`src/rtl/fir_frame_sequencer.sv`:
```
// Frame sequencer around a FirFilter: clears the delay line per frame, appends the
// NUM_TAPS-1 zero flush tail and buffers filter outputs in a credit-protected FWFT FIFO.
module fir_frame_sequencer #(
  parameter int INPUT_WIDTH    = 16,
  parameter int OUTPUT_WIDTH   = 16,
  parameter int NUM_TAPS       = 16,
  parameter int OUT_FIFO_DEPTH = 32,
  parameter int CLEAR_CYCLES   = 4,
  parameter int CNT_WIDTH      = 16
) (
  input  logic                    clk,
  input  logic                    rst,
  input  logic                    s_valid,
  output logic                    s_ready,
  input  logic [INPUT_WIDTH-1:0]  s_data,
  input  logic                    s_last,
  output logic                    fir_rst,
  output logic                    fir_valid_in,
  output logic [INPUT_WIDTH-1:0]  fir_din,
  input  logic                    fir_valid_out,
  input  logic [OUTPUT_WIDTH-1:0] fir_dout,
  output logic                    m_valid,
  input  logic                    m_ready,
  output logic [OUTPUT_WIDTH-1:0] m_data,
  output logic                    m_last,
  output logic                    err
);

  localparam int PW    = (OUT_FIFO_DEPTH > 1) ? $clog2(OUT_FIFO_DEPTH) : 1;
  localparam int CW    = PW + 1;
  localparam int CLR_W = (CLEAR_CYCLES > 1) ? $clog2(CLEAR_CYCLES) : 1;
  localparam int FL_W  = (NUM_TAPS > 2) ? $clog2(NUM_TAPS) : 1;

  typedef enum logic [2:0] {
    ST_IDLE,
    ST_CLEAR,
    ST_RUN,
    ST_FLUSH,
    ST_DRAIN
  } state_t;

  state_t                  state_q, state_d;
  logic [CLR_W-1:0]        clr_cnt_q, clr_cnt_d;
  logic [FL_W-1:0]         flush_cnt_q, flush_cnt_d;
  logic [CW-1:0]           in_flight_q, in_flight_d;
  logic [CW-1:0]           fifo_cnt_q, fifo_cnt_d;
  logic [PW-1:0]           wr_ptr_q, wr_ptr_d;
  logic [PW-1:0]           rd_ptr_q, rd_ptr_d;
  logic [CNT_WIDTH-1:0]    issued_q, issued_d;
  logic [CNT_WIDTH-1:0]    received_q, received_d;
  logic                    last_written_q, last_written_d;
  logic                    err_q, err_d;
  logic                    fir_rst_q, fir_rst_d;
  logic                    fir_valid_in_q, fir_valid_in_d;
  logic [INPUT_WIDTH-1:0]  fir_din_q, fir_din_d;
  logic [OUTPUT_WIDTH:0]   mem_q [OUT_FIFO_DEPTH];

  logic                    credit;
  logic [CW:0]             occupancy;
  logic                    issue;
  logic [INPUT_WIDTH-1:0]  issue_data;
  logic                    clear_frame;
  logic                    ret;
  logic                    push_ok;
  logic                    push_last;
  logic                    pop;

  // Outstanding filter results are counted against FIFO space so it can never overflow.
  assign occupancy = {1'b0, fifo_cnt_q} + {1'b0, in_flight_q};
  assign credit    = occupancy < (CW+1)'(OUT_FIFO_DEPTH);
  assign s_ready   = (state_q == ST_RUN) && credit;

  assign m_valid      = (fifo_cnt_q != '0);
  assign m_data       = m_valid ? mem_q[rd_ptr_q][OUTPUT_WIDTH-1:0] : '0;
  assign m_last       = m_valid & mem_q[rd_ptr_q][OUTPUT_WIDTH];
  assign err          = err_q;
  assign fir_rst      = fir_rst_q;
  assign fir_valid_in = fir_valid_in_q;
  assign fir_din      = fir_din_q;

  always_comb begin
    state_d     = state_q;
    clr_cnt_d   = clr_cnt_q;
    flush_cnt_d = flush_cnt_q;
    issue       = 1'b0;
    issue_data  = '0;
    clear_frame = 1'b0;
    case (state_q)
      ST_IDLE: begin
        if (s_valid) begin
          state_d     = ST_CLEAR;
          clr_cnt_d   = '0;
          clear_frame = 1'b1;
        end
      end
      ST_CLEAR: begin
        clr_cnt_d = clr_cnt_q + CLR_W'(1);
        if (clr_cnt_q == CLR_W'(CLEAR_CYCLES - 1)) state_d = ST_RUN;
      end
      ST_RUN: begin
        if (s_valid && credit) begin
          issue       = 1'b1;
          issue_data  = s_data;
          flush_cnt_d = '0;
          if (s_last) state_d = (NUM_TAPS == 1) ? ST_DRAIN : ST_FLUSH;
        end
      end
      ST_FLUSH: begin
        if (credit) begin
          issue       = 1'b1;
          flush_cnt_d = flush_cnt_q + FL_W'(1);
          if (flush_cnt_q == FL_W'(NUM_TAPS - 2)) state_d = ST_DRAIN;
        end
      end
      ST_DRAIN: begin
        if (in_flight_q == '0 && last_written_q) state_d = ST_IDLE;
      end
      default: state_d = ST_IDLE;
    endcase
  end

  always_comb begin
    ret       = fir_valid_out && (in_flight_q != '0);
    err_d     = err_q | (fir_valid_out && (in_flight_q == '0));
    pop       = m_valid && m_ready;
    push_ok   = ret && ((fifo_cnt_q != CW'(OUT_FIFO_DEPTH)) || pop);
    push_last = (state_q == ST_DRAIN) && ((received_q + CNT_WIDTH'(1)) == issued_q);

    in_flight_d = in_flight_q;
    case ({issue, ret})
      2'b10:   in_flight_d = in_flight_q + CW'(1);
      2'b01:   in_flight_d = in_flight_q - CW'(1);
      default: in_flight_d = in_flight_q;
    endcase

    fifo_cnt_d = fifo_cnt_q;
    case ({push_ok, pop})
      2'b10:   fifo_cnt_d = fifo_cnt_q + CW'(1);
      2'b01:   fifo_cnt_d = fifo_cnt_q - CW'(1);
      default: fifo_cnt_d = fifo_cnt_q;
    endcase

    wr_ptr_d = push_ok ? wr_ptr_q + PW'(1) : wr_ptr_q;
    rd_ptr_d = pop ? rd_ptr_q + PW'(1) : rd_ptr_q;

    issued_d       = clear_frame ? '0 : (issue ? issued_q + CNT_WIDTH'(1) : issued_q);
    received_d     = clear_frame ? '0 : (ret ? received_q + CNT_WIDTH'(1) : received_q);
    last_written_d = clear_frame ? 1'b0 : (last_written_q | (push_ok & push_last));

    fir_rst_d      = (state_q == ST_CLEAR);
    fir_valid_in_d = issue;
    fir_din_d      = issue_data;
  end

  always_ff @(posedge clk) begin
    if (!rst) begin
      state_q        <= ST_IDLE;
      clr_cnt_q      <= '0;
      flush_cnt_q    <= '0;
      in_flight_q    <= '0;
      fifo_cnt_q     <= '0;
      wr_ptr_q       <= '0;
      rd_ptr_q       <= '0;
      issued_q       <= '0;
      received_q     <= '0;
      last_written_q <= 1'b0;
      err_q          <= 1'b0;
      fir_rst_q      <= 1'b1;
      fir_valid_in_q <= 1'b0;
      fir_din_q      <= '0;
    end else begin
      state_q        <= state_d;
      clr_cnt_q      <= clr_cnt_d;
      flush_cnt_q    <= flush_cnt_d;
      in_flight_q    <= in_flight_d;
      fifo_cnt_q     <= fifo_cnt_d;
      wr_ptr_q       <= wr_ptr_d;
      rd_ptr_q       <= rd_ptr_d;
      issued_q       <= issued_d;
      received_q     <= received_d;
      last_written_q <= last_written_d;
      err_q          <= err_d;
      fir_rst_q      <= fir_rst_d;
      fir_valid_in_q <= fir_valid_in_d;
      fir_din_q      <= fir_din_d;
    end
  end

  always_ff @(posedge clk) begin
    if (rst && push_ok) mem_q[wr_ptr_q] <= {push_last, fir_dout};
  end

endmodule

```
`config.mk`:
```
export PLATFORM = sky130hd
export DESIGN_NAME = fir_frame_sequencer
export DESIGN_NICKNAME = d
export VERILOG_FILES = /design/src/rtl/fir_frame_sequencer.sv
export SDC_FILE = /design/constraint.sdc
export NUM_CORES = 1
export LEC_CHECK = 0
export ABC_CLOCK_PERIOD_IN_PS = 4500
export CAP_MARGIN = 0
export CORE_AREA = 2 2 273 275
export DETAILED_ROUTE_END_ITERATION = 6
export DIE_AREA = 0 0 275 277
export GPL_ROUTABILITY_DRIVEN = 0
export PLACE_DENSITY_LB_ADDON = 0.25
export SLEW_MARGIN = 15
export SYNTH_ARGS = -nofsm -noshare
export SYNTH_HDL_FRONTEND = slang
export SYNTH_SLANG_ARGS = --single-unit
export TNS_END_PERCENT = 30
```
`constraint.sdc`:
```
create_clock -name clk -period 4.5 [get_ports clk]
set_clock_uncertainty 0.15 [all_clocks]
set_input_delay 0.9 -clock clk [delete_from_list [all_inputs] [get_ports clk]]
set_output_delay 0.9 -clock clk [all_outputs]
set_load 0.01 [all_outputs]
```
==> results.py, run 1 <==
metrics = {
    "timing": {
        "setup-tns-final_ps": 0,
        "finalSetupViolations": 0,
        "post-route-period-util_pct": 97.6,
        "slew_headroom_pct": 23.5,
        "fmax_mhz": 228,
        "tightestPinTransition_ps": 1140,
        "period_needed_ps": 4390,
        "finalHoldViolations": 0,
        "fin_hold_ws_ps": 348,
        "report.final.slew_viol_count": 0,
        "rsz0062_at_grt": "true",
    },
    "floorplanning": {
        "start_util_pct": 34.4,
        "die_w_um": 275,
        "rows": 100,
        "core_area_mm2": 0.0736,
        "die_y_um": 277,
        "die_area_mm2": 0.0762,
        "pin_count": 76,
    },
    "clock_network": {
        "htree_levels": 3,
        "cts_hold_buf": 0,
        "insertion_delay_ps": 600,
        "root_buffer": "clkbuf_16",
        "clockBufferDepth": 3,
        "cts_tree": "built",
        "cts_sinks": 632,
        "clk_pin_slew_ps": 60,
        "cts_made_buffers": 66,
    },
    "route": {
        "vias": 12900,
        "drt_first_iter_violations": 888,
        "routedWlPerCell_um": 23.0,
        "drc": 0,
        "ant_nets": 0,
        "dr.pass1.iters": 5,
        "viasPerCell": 5.12,
        "drt_wl_total_mm": 57.7,
    },
    "synth": {
        "yosysSeqAreaShare_pct": 71.4,
        "synth_most_common_cell": "edfxtp_1",
        "synth_cell_type_count": 65,
        "netlist.area_leader.share_pct": 64.5,
        "synth_ff_type": "edfxtp_1",
        "syn_nets": 1414,
        "async_reset_ff_share_pct": 0,
        "synth_common_cells": "edfxtp_1, mux4_2, nor2_1",
        "yosys_warnings": 0,
        "synth-edff-count": 544,
        "ys_ff_latch": 632,
        "synth.area.top_cells": "edfxtp_1, mux4_2, dfxtp_1",
        "syn_inst": 1350,
        "synth_area_leader_cell": "edfxtp_1",
        "syn_area_mm2": 0.0253,
        "avgSynthCellArea_um2": 18.8,
    },
    "worst_setup_path": {
        "worstPathArrival_ps": 3340,
        "ff2ff_path_depth": 15,
        "cpPeakStageDelay_ps": 540,
        "critPathLaunchType": "flip-flop",
        "critPathKind": "reg2out",
        "cp_num_buf_inv": 2,
        "endpoint_kind": "primary output",
        "cpMostUsedCell": "mux4_2",
        "crit_family": "multiplexers",
        "required_ps": 3450,
        "worst_path_max_delay_cell": "mux4_2",
        "path_max_fanout": 9,
        "crit_chain": "buf_4 -> mux4_2 -> mux4_2 -> mux2i_1 -> nor2_1 -> clkdlybuf4s50_1",
        "crit_cells": 6,
    },
    "finish": {
        "drive_gt1_share_pct": 25.6,
        "antenna_cells": 0,
        "areaGrowthSynthToFinish_pct": 18.8,
        "fin_nets": 1568,
        "fill_cells": 6557,
    },
    "run": {
        "cap_viol_max_count": 0,
    },
    "global_routing": {
        "grt_use_total_pct": 15.4,
        "grt_start_max_net_pins": 40,
        "grt_pass1_wl_mm": 86.3,
        "grt_pass1_vias": 13400,
        "antenna_found_initial": 1,
        "grt_overflow_total": 0,
    },
    "power_and_ir_drop": {
        "p_leak_uw": 0.00948,
        "ir_worst_vdd_uv": 367,
        "power_density_mw_per_mm2": 481,
        "power_uw": 14500,
    },
    "worst_hold_path": {
        "hold_path_class": "reg2reg",
        "min_delay_path_depth": 2,
    },
    "place": {
        "dp.final_hpwl_mm": 34.3,
        "portBuffers": 75,
    },
    "run_status": {
        "status": "completed",
    },
}
-- sequential cells by signal, indices dropped and copies added, names as in the netlist, 2 cells and up, named ones only --
name,cells
mem_q,544
fir_din,16
issued_q,16
received_q,16
fifo_cnt_q,6
in_flight_q,6
rd_ptr_q,5
wr_ptr_q,5
flush_cnt_q,4
state_q,3
clr_cnt_q,2
-- cells in the final DEF, fill, tap and decap left out, types with 5 or more instances in the layout --
master             n
xor2_1            22
edfxtp_1         544
clkinv_1          11
o21ai_0           18
bufinv_16          7
mux4_2           170
nor3_1            17
ha_1              24
buf_12            23
nor2_1            59
and2_1            37
nand3_1           30
nand2b_1           5
buf_4             51
clkinv_2           8
clkdlybuf4s50_1   64
nand2_1           31
nor2_2            33
mux2i_1           24
buf_2              9
inv_1             24
nor2b_1            8
clkbuf_16         69
a21o_1             6
a21oi_1           15
nand4_1           10
dfxtp_1           84
clkbuf_1          14
and3_1             6
xnor2_1           43
-- worst min-delay path, delay by kind of cell (launching register included) --
| family | cells | cell delay (ps) |
|---|---|---|
| AO/OA/AOI/OAI | 2 | 130 |
| flip-flops | 1 | 320 |
-- cell type report --
| cell class | instances | area [µm²] | area share [%] |
|---|---|---|---|
| Clock buffer | 83 | 1770 | 5.87 |
| Multi-Input combinational cell | 624 | 6910 | 23.0 |
| Tap cell | 969 | 1210 | 4.03 |
| Sequential cell | 632 | 18100 | 60.2 |
| Timing Repair Buffer | 155 | 1690 | 5.61 |
| Inverter | 25 | 93.8 | 0.312 |
| Clock inverter | 28 | 317 | 1.05 |
-- timing repair --
action,4_1_cts,5_1_grt
resized for setup,0,8
endpoints found under the setup margin,12,11
gates cloned,0,1
setup buffers,7,1
-- layer usage --
layer / global-route usage [%] / share of wire, % / wire [µm] / up-vias
li1: - / - / - / 5675
met3: 3.26 / 4.9 / 2810 / 83
met4: 4.13 / 2.2 / 1290 / 2
met5: 0 / 0.021 / 12 / -
met1: 21.3 / 45 / 26100 / 6812
met2: 24.5 / 48 / 27600 / 307
-- logic make-up (layout without fill, tap and decap cells) --
group                      Yosys count  after routing  synth area share (%)
adders and majority gates           26             26                  1.34
and+or+nand+nor                    268            268                  5.40
xor gates and xnor gates            65             65                  2.25
DFF                                632            632                  71.4
buffers and inverters               94            291                  1.67
muxes                              194            194                  16.1
AOI/OAI and AO/OA                   71             71                  1.88
-- where the power goes --
| part | internal (µW) | total (µW) | switching [µW] |
|---|---|---|---|
| logic | 1410 | 2650 | 1230 |
| registers | 6390 | 6460 | 68.2 |
| clock network | 3170 | 5360 | 2180 |
| total | 11000 | 14500 | 3480 |
-- per-stage QoR --
stage	worst slack [ps]	instance area [µm²]	instances	util (%)
final	109	30100	2516	40.9
after global routing	3.62	30100	2516	40.9
after CTS	26.9	30100	2514	40.9
after detailed placement	412	27900	2396	37.9
after global placement	390	27900	2396	37.9
after floorplan	1100	25300	1350	-
-- path summary, 6_finish.rpt --
kind	startpoint	endpoint	slack, ps
max	flip-flop	m_data[13]	110
min	flush_cnt_q[3]	flush_cnt_q[3]	350
max reg2reg	in_flight_q[1]	in_flight_q[5]	860
min reg2reg	flush_cnt_q[3]	flush_cnt_q[3]	350
(Power assumes the default switching activity.)
==> inputs of run 2 (changes only) <==
CAP_MARGIN = 30   (was 0)
GPL_TIMING_DRIVEN = 0   (was not set)
==> run 2 against run 1 <==
Against the previous run: maximum frequency up 1.1%; clock-buffer cell count down 4; global-route usage up 0.32 points; worst hold slack worse by 2.5 ps; clock power up 2%; critical endpoint is now m_data[7]; largest cell class unchanged; largest power group unchanged.
==> results.py, run 2 (same netlist as run 1, synthesis figures left out) <==
metrics = {
    "finish": {
        "drive_gt1_share_pct": 24.3,
        "final_common_cell": "edfxtp_1",
        "fill_cells": 6574,
        "final_area_mm2": 0.0302,
        "final_util_pct": 41.0,
        "areaGrowthSynthToFinish_pct": 19.0,
        "antenna_cells": 0,
        "top_register": "mem_q",
        "fin_nets": 1578,
        "mostFrequentLayoutCells": "edfxtp_1, mux4_2, dfxtp_1, clkbuf_16",
        "largest_reg_flops": 544,
    },
    "power_and_ir_drop": {
        "pwr-share-clk_pct": 37.5,
        "power_frac_comb_pct": 18.6,
        "p_leak_uw": 0.00951,
        "netSwitchingFraction_pct": 25.4,
        "p_int_uw": 10900,
        "p_switching_uw": 3720,
        "pwr-share-seq_pct": 43.9,
        "power_density_mw_per_mm2": 485,
        "ir_worst_vdd_uv": 324,
    },
    "worst_hold_path": {
        "hold_path_class": "reg2reg",
    },
    "timing": {
        "slew_headroom_pct": 36.7,
        "fin_ws_ps": 156,
        "fin_hold_ws_ps": 346,
        "report.final.slew_viol_count": 0,
        "finalSetupViolations": 0,
        "period_needed_ps": 4340,
        "rsz0062_at_grt": "false",
        "fmax_mhz": 230,
        "post-route-period-util_pct": 96.5,
        "tightestPinTransition_ps": 947,
        "finalHoldViolations": 0,
    },
    "place": {
        "dp.final_hpwl_mm": 36.6,
        "portBuffers": 74,
        "dpl-instance-area_mm2": 0.0277,
        "dp_worst_setup_slack_ps": -96.9,
    },
    "global_routing": {
        "grt_start_max_net_pins": 34,
        "grt_pass1_vias": 13500,
        "grt_pass1_wl_mm": 87.5,
        "grt_overflow_total": 0,
        "grt_use_total_pct": 15.7,
        "antenna_found_initial": 1,
    },
    "clock_network": {
        "cts_setup_buffers": 0,
        "root_buffer": "clkbuf_16",
        "cts_sinks": 632,
        "clk_pin_slew_ps": 50,
        "cts_hold_buf": 0,
        "clockBufferDepth": 3,
        "insertion_delay_ps": 600,
        "htree_levels": 3,
        "cts_tree": "built",
        "cts_made_buffers": 70,
    },
    "worst_setup_path": {
        "cpPeakStageDelay_ps": 550,
        "crit_family": "multiplexers",
        "critPathLaunchType": "flip-flop",
        "crit_chain": "buf_6 -> buf_12 -> buf_12 -> mux4_2 -> mux4_2 -> mux2i_1 -> nor2_1 -> clkdlybuf4s50_1",
        "endpoint_kind": "primary output",
        "required_ps": 3450,
        "cp_num_buf_inv": 4,
        "worst_path_max_delay_cell": "mux4_2",
        "critPathKind": "reg2out",
        "path_max_fanout": 10,
        "worstPathArrival_ps": 3290,
    },
    "route": {
        "drt_first_iter_violations": 996,
        "routedWlPerCell_um": 23.1,
        "drt_wl_total_mm": 58.4,
        "vias": 12700,
        "ant_nets": 0,
        "dr.pass1.iters": 5,
        "viasPerCell": 5.03,
        "drc": 0,
    },
    "floorplanning": {
        "die_area_mm2": 0.0762,
        "rows": 100,
        "core_area_mm2": 0.0736,
        "die_w_um": 275,
        "pin_count": 76,
        "start_util_pct": 34.4,
        "die_y_um": 277,
    },
    "run_status": {
        "status": "completed",
    },
    "run": {
        "cap_viol_max_count": 0,
    },
}
run 2: per-stage QoR:
step	cells	power (µW)	setup TNS, ps
after floorplan	1350	8240	0
after global routing	2532	15200	0
after CTS	2527	14800	-6.16
after global placement	2393	9210	-228270
final	2532	14600	0
after detailed placement	2406	9260	-222
run 2: timing repair:
action / CTS / global route
hold endpoints to repair: 0 / 0
setup endpoints to repair: 17 / 12
resized for setup: 57 / 13
run 2: path summary, 6_finish.rpt:
| check | startpoint | endpoint | slack [ps] | cells after the start |
|---|---|---|---|---|
| worst min register to register | flush_cnt_q[3] | flush_cnt_q[3] | 350 | 2 |
| worst max-delay path | flip-flop | m_data[7] | 160 | 8 |
| worst max register to register | fifo_cnt_q[1] | in_flight_q[5] | 700 | 16 |
| worst min-delay path | flush_cnt_q[3] | flush_cnt_q[3] | 350 | 2 |
run 2: final cells by class:
class	instances	area (µm²)	area share, %
inverter	25	93.8	0.311
clock buffer	79	1800	5.95
clock inverter	42	398	1.32
multi-input combinational	624	7080	23.5
tap	969	1210	4.02
buffer	69	453	1.50
sequential	632	18100	60.0
timing repair buffer	92	1020	3.40
run 2: power groups by stage:
stage	registers (µW)	clock network, µW	logic, µW
final	6430	5480	2720
after global routing	6430	5860	2940
after CTS	6430	5610	2770
after detailed placement	6560	0	2700
after global placement	6560	0	2650
after floorplan	6540	0	1700
run 2: worst min-delay path, cell delays in order (launching register included):
cell	delay [ps]
dfxtp_1	320
o21ai_0	70
a21boi_1	60
run 2: metal layers:
layer,track usage (%),routed length (µm),vias to the layer above
li1,-,-,5719
met1,20.6,24900,6612
met2,25.8,28700,334
met3,4.21,3600,70
met4,3.92,1150,0
met5,0,0,-
==> inputs of run 3 (changes only) <==
ABC_CLOCK_PERIOD_IN_PS = 4850   (was 4500)
clock period = 4.85 ns   (was 4.5 ns; I/O delays follow)
==> run 3 against run 2 <==
Against the previous run: clock-buffer cell count unchanged; sequential share of layout area increased by 0.16 points; first-iteration DRC count decreased by 1.7%; worst hold slack improved by 0.54 ps; global-route usage barely moved; via count up 0.18%; sequential power down 7.2%; largest cell class unchanged; largest power group unchanged.
==> results.py, run 3 (same netlist as run 1, synthesis figures left out) <==
metrics = {
    "worst_setup_path": {
        "path_max_fanout": 10,
        "worstPathArrival_ps": 3600,
        "rrSetupSlack_ps": 1050,
        "critPathKind": "reg2out",
        "required_ps": 3730,
        "endpoint_kind": "primary output",
        "critPathLaunchType": "flip-flop",
    },
    "clock_network": {
        "clk_pin_slew_ps": 50,
        "insertion_delay_ps": 600,
        "clockBufferDepth": 3,
        "cts_sinks": 632,
        "cts_setup_buffers": 0,
        "cts_tree": "built",
        "htree_levels": 3,
        "cts_made_buffers": 70,
        "root_buffer": "clkbuf_16",
    },
    "route": {
        "vias": 12800,
        "drt_first_iter_violations": 979,
        "drt_wl_total_mm": 58.3,
        "routedWlPerCell_um": 23.0,
        "drc": 0,
        "dr.pass1.iters": 5,
        "ant_nets": 0,
        "viasPerCell": 5.04,
    },
    "floorplanning": {
        "die_y_um": 277,
        "core_area_mm2": 0.0736,
        "rows": 100,
        "pin_count": 76,
        "start_util_pct": 34.4,
        "die_w_um": 275,
        "die_area_mm2": 0.0762,
    },
    "run": {
        "cap_viol_max_count": 0,
    },
    "timing": {
        "finalHoldViolations": 0,
        "rsz0062_at_grt": "false",
        "report.final.slew_viol_count": 0,
        "slew_headroom_pct": 37.5,
        "post-route-period-util_pct": 97.3,
        "fin_hold_ws_ps": 346,
        "finalSetupViolations": 0,
        "fmax_mhz": 212,
        "period_needed_ps": 4720,
        "tightestPinTransition_ps": 935,
    },
    "place": {
        "portBuffers": 74,
        "dp.final_hpwl_mm": 36.6,
    },
    "power_and_ir_drop": {
        "power_density_mw_per_mm2": 451,
        "p_leak_uw": 0.00938,
        "power_uw": 13600,
        "ir_worst_vdd_uv": 301,
    },
    "worst_hold_path": {
        "hold_path_class": "reg2reg",
    },
    "global_routing": {
        "grt_overflow_total": 0,
        "grt_pass1_wl_mm": 87.4,
        "antenna_found_initial": 0,
        "grt_pass1_vias": 13500,
        "grt_start_max_net_pins": 34,
        "grt_use_total_pct": 15.7,
    },
    "finish": {
        "drive_gt1_share_pct": 24.0,
        "mostFrequentLayoutCells": "edfxtp_1, mux4_2, dfxtp_1, clkbuf_16, clkdlybuf4s50_1",
        "antenna_cells": 0,
        "fin_nets": 1579,
        "final_common_cell": "edfxtp_1",
        "areaGrowthSynthToFinish_pct": 18.7,
        "top_register": "mem_q",
        "largest_reg_flops": 544,
    },
    "run_status": {
        "status": "completed",
    },
}
==> run 3: final cells by class <==
cell class	count	area (µm²)
plain buffers	69	387
clock buffers	79	1800
clock inverters	42	398
fillers	6583	43500
inverters	25	93.8
multi-input cells	624	7060
flip-flops and latches	632	18100
well taps	969	1210
repair buffers	93	1030
==> run 3: power breakdown <==
group	leakage [µW]	switching, µW	internal (µW)
Combinational	0.00267	1270	1230
Sequential	0.00564	38.3	5930
Clock	0.00106	2150	2940
Total	0.00938	3450	10100
==> run 3: layer usage <==
layer  up-vias  global-route usage, %  routed length (µm)
met5         -                      0                   0
met1      6635                   20.6               24800
met3        77                   4.30                3680
li1       5717                      -                   -
met4         0                   3.94                1290
met2       329                   25.7               28500
==> run 3: critical path, stage by stage (launching register included) <==
cell             delay (ps)
dfxtp_1                 340
buf_2                   260
buf_4                   300
buf_4                   290
mux4_2                  330
mux4_2                  560
mux2i_2                 270
nor2_1                   90
clkdlybuf4s50_1         560
==> run 3: final timing paths <==
check / start / end / depth (start not counted)
worst max-delay path: flip-flop / m_data[1] / 8
worst min-delay path: flush_cnt_q[3] / flush_cnt_q[3] / 2
worst max register to register: fifo_cnt_q[1] / in_flight_q[5] / 16
worst min register to register: flush_cnt_q[3] / flush_cnt_q[3] / 2
==> run 3: through the flow <==
step           util [%]  setup TNS (ps)  cells  worst slack, ps  cell area (µm²)
6_report           40.9               0   2533              130            30100
4_1_cts            40.7         -0.0364   2527          -0.0364            30000
2_1_floorplan         -               0   1350             1450            25300
5_1_grt            40.9               0   2533             1.54            30100
3_5_place_dp       37.7               0   2406              183            27700
3_3_place_gp       37.1          -75870   2393             -292            27300
==> run 3: repair_timing <==
action / 4_1_cts / 5_1_grt
pin swaps: 0 / 0
hold buffers: 0 / 0
gates resized for setup: 21 / 22
endpoints found under the setup margin: 17 / 14
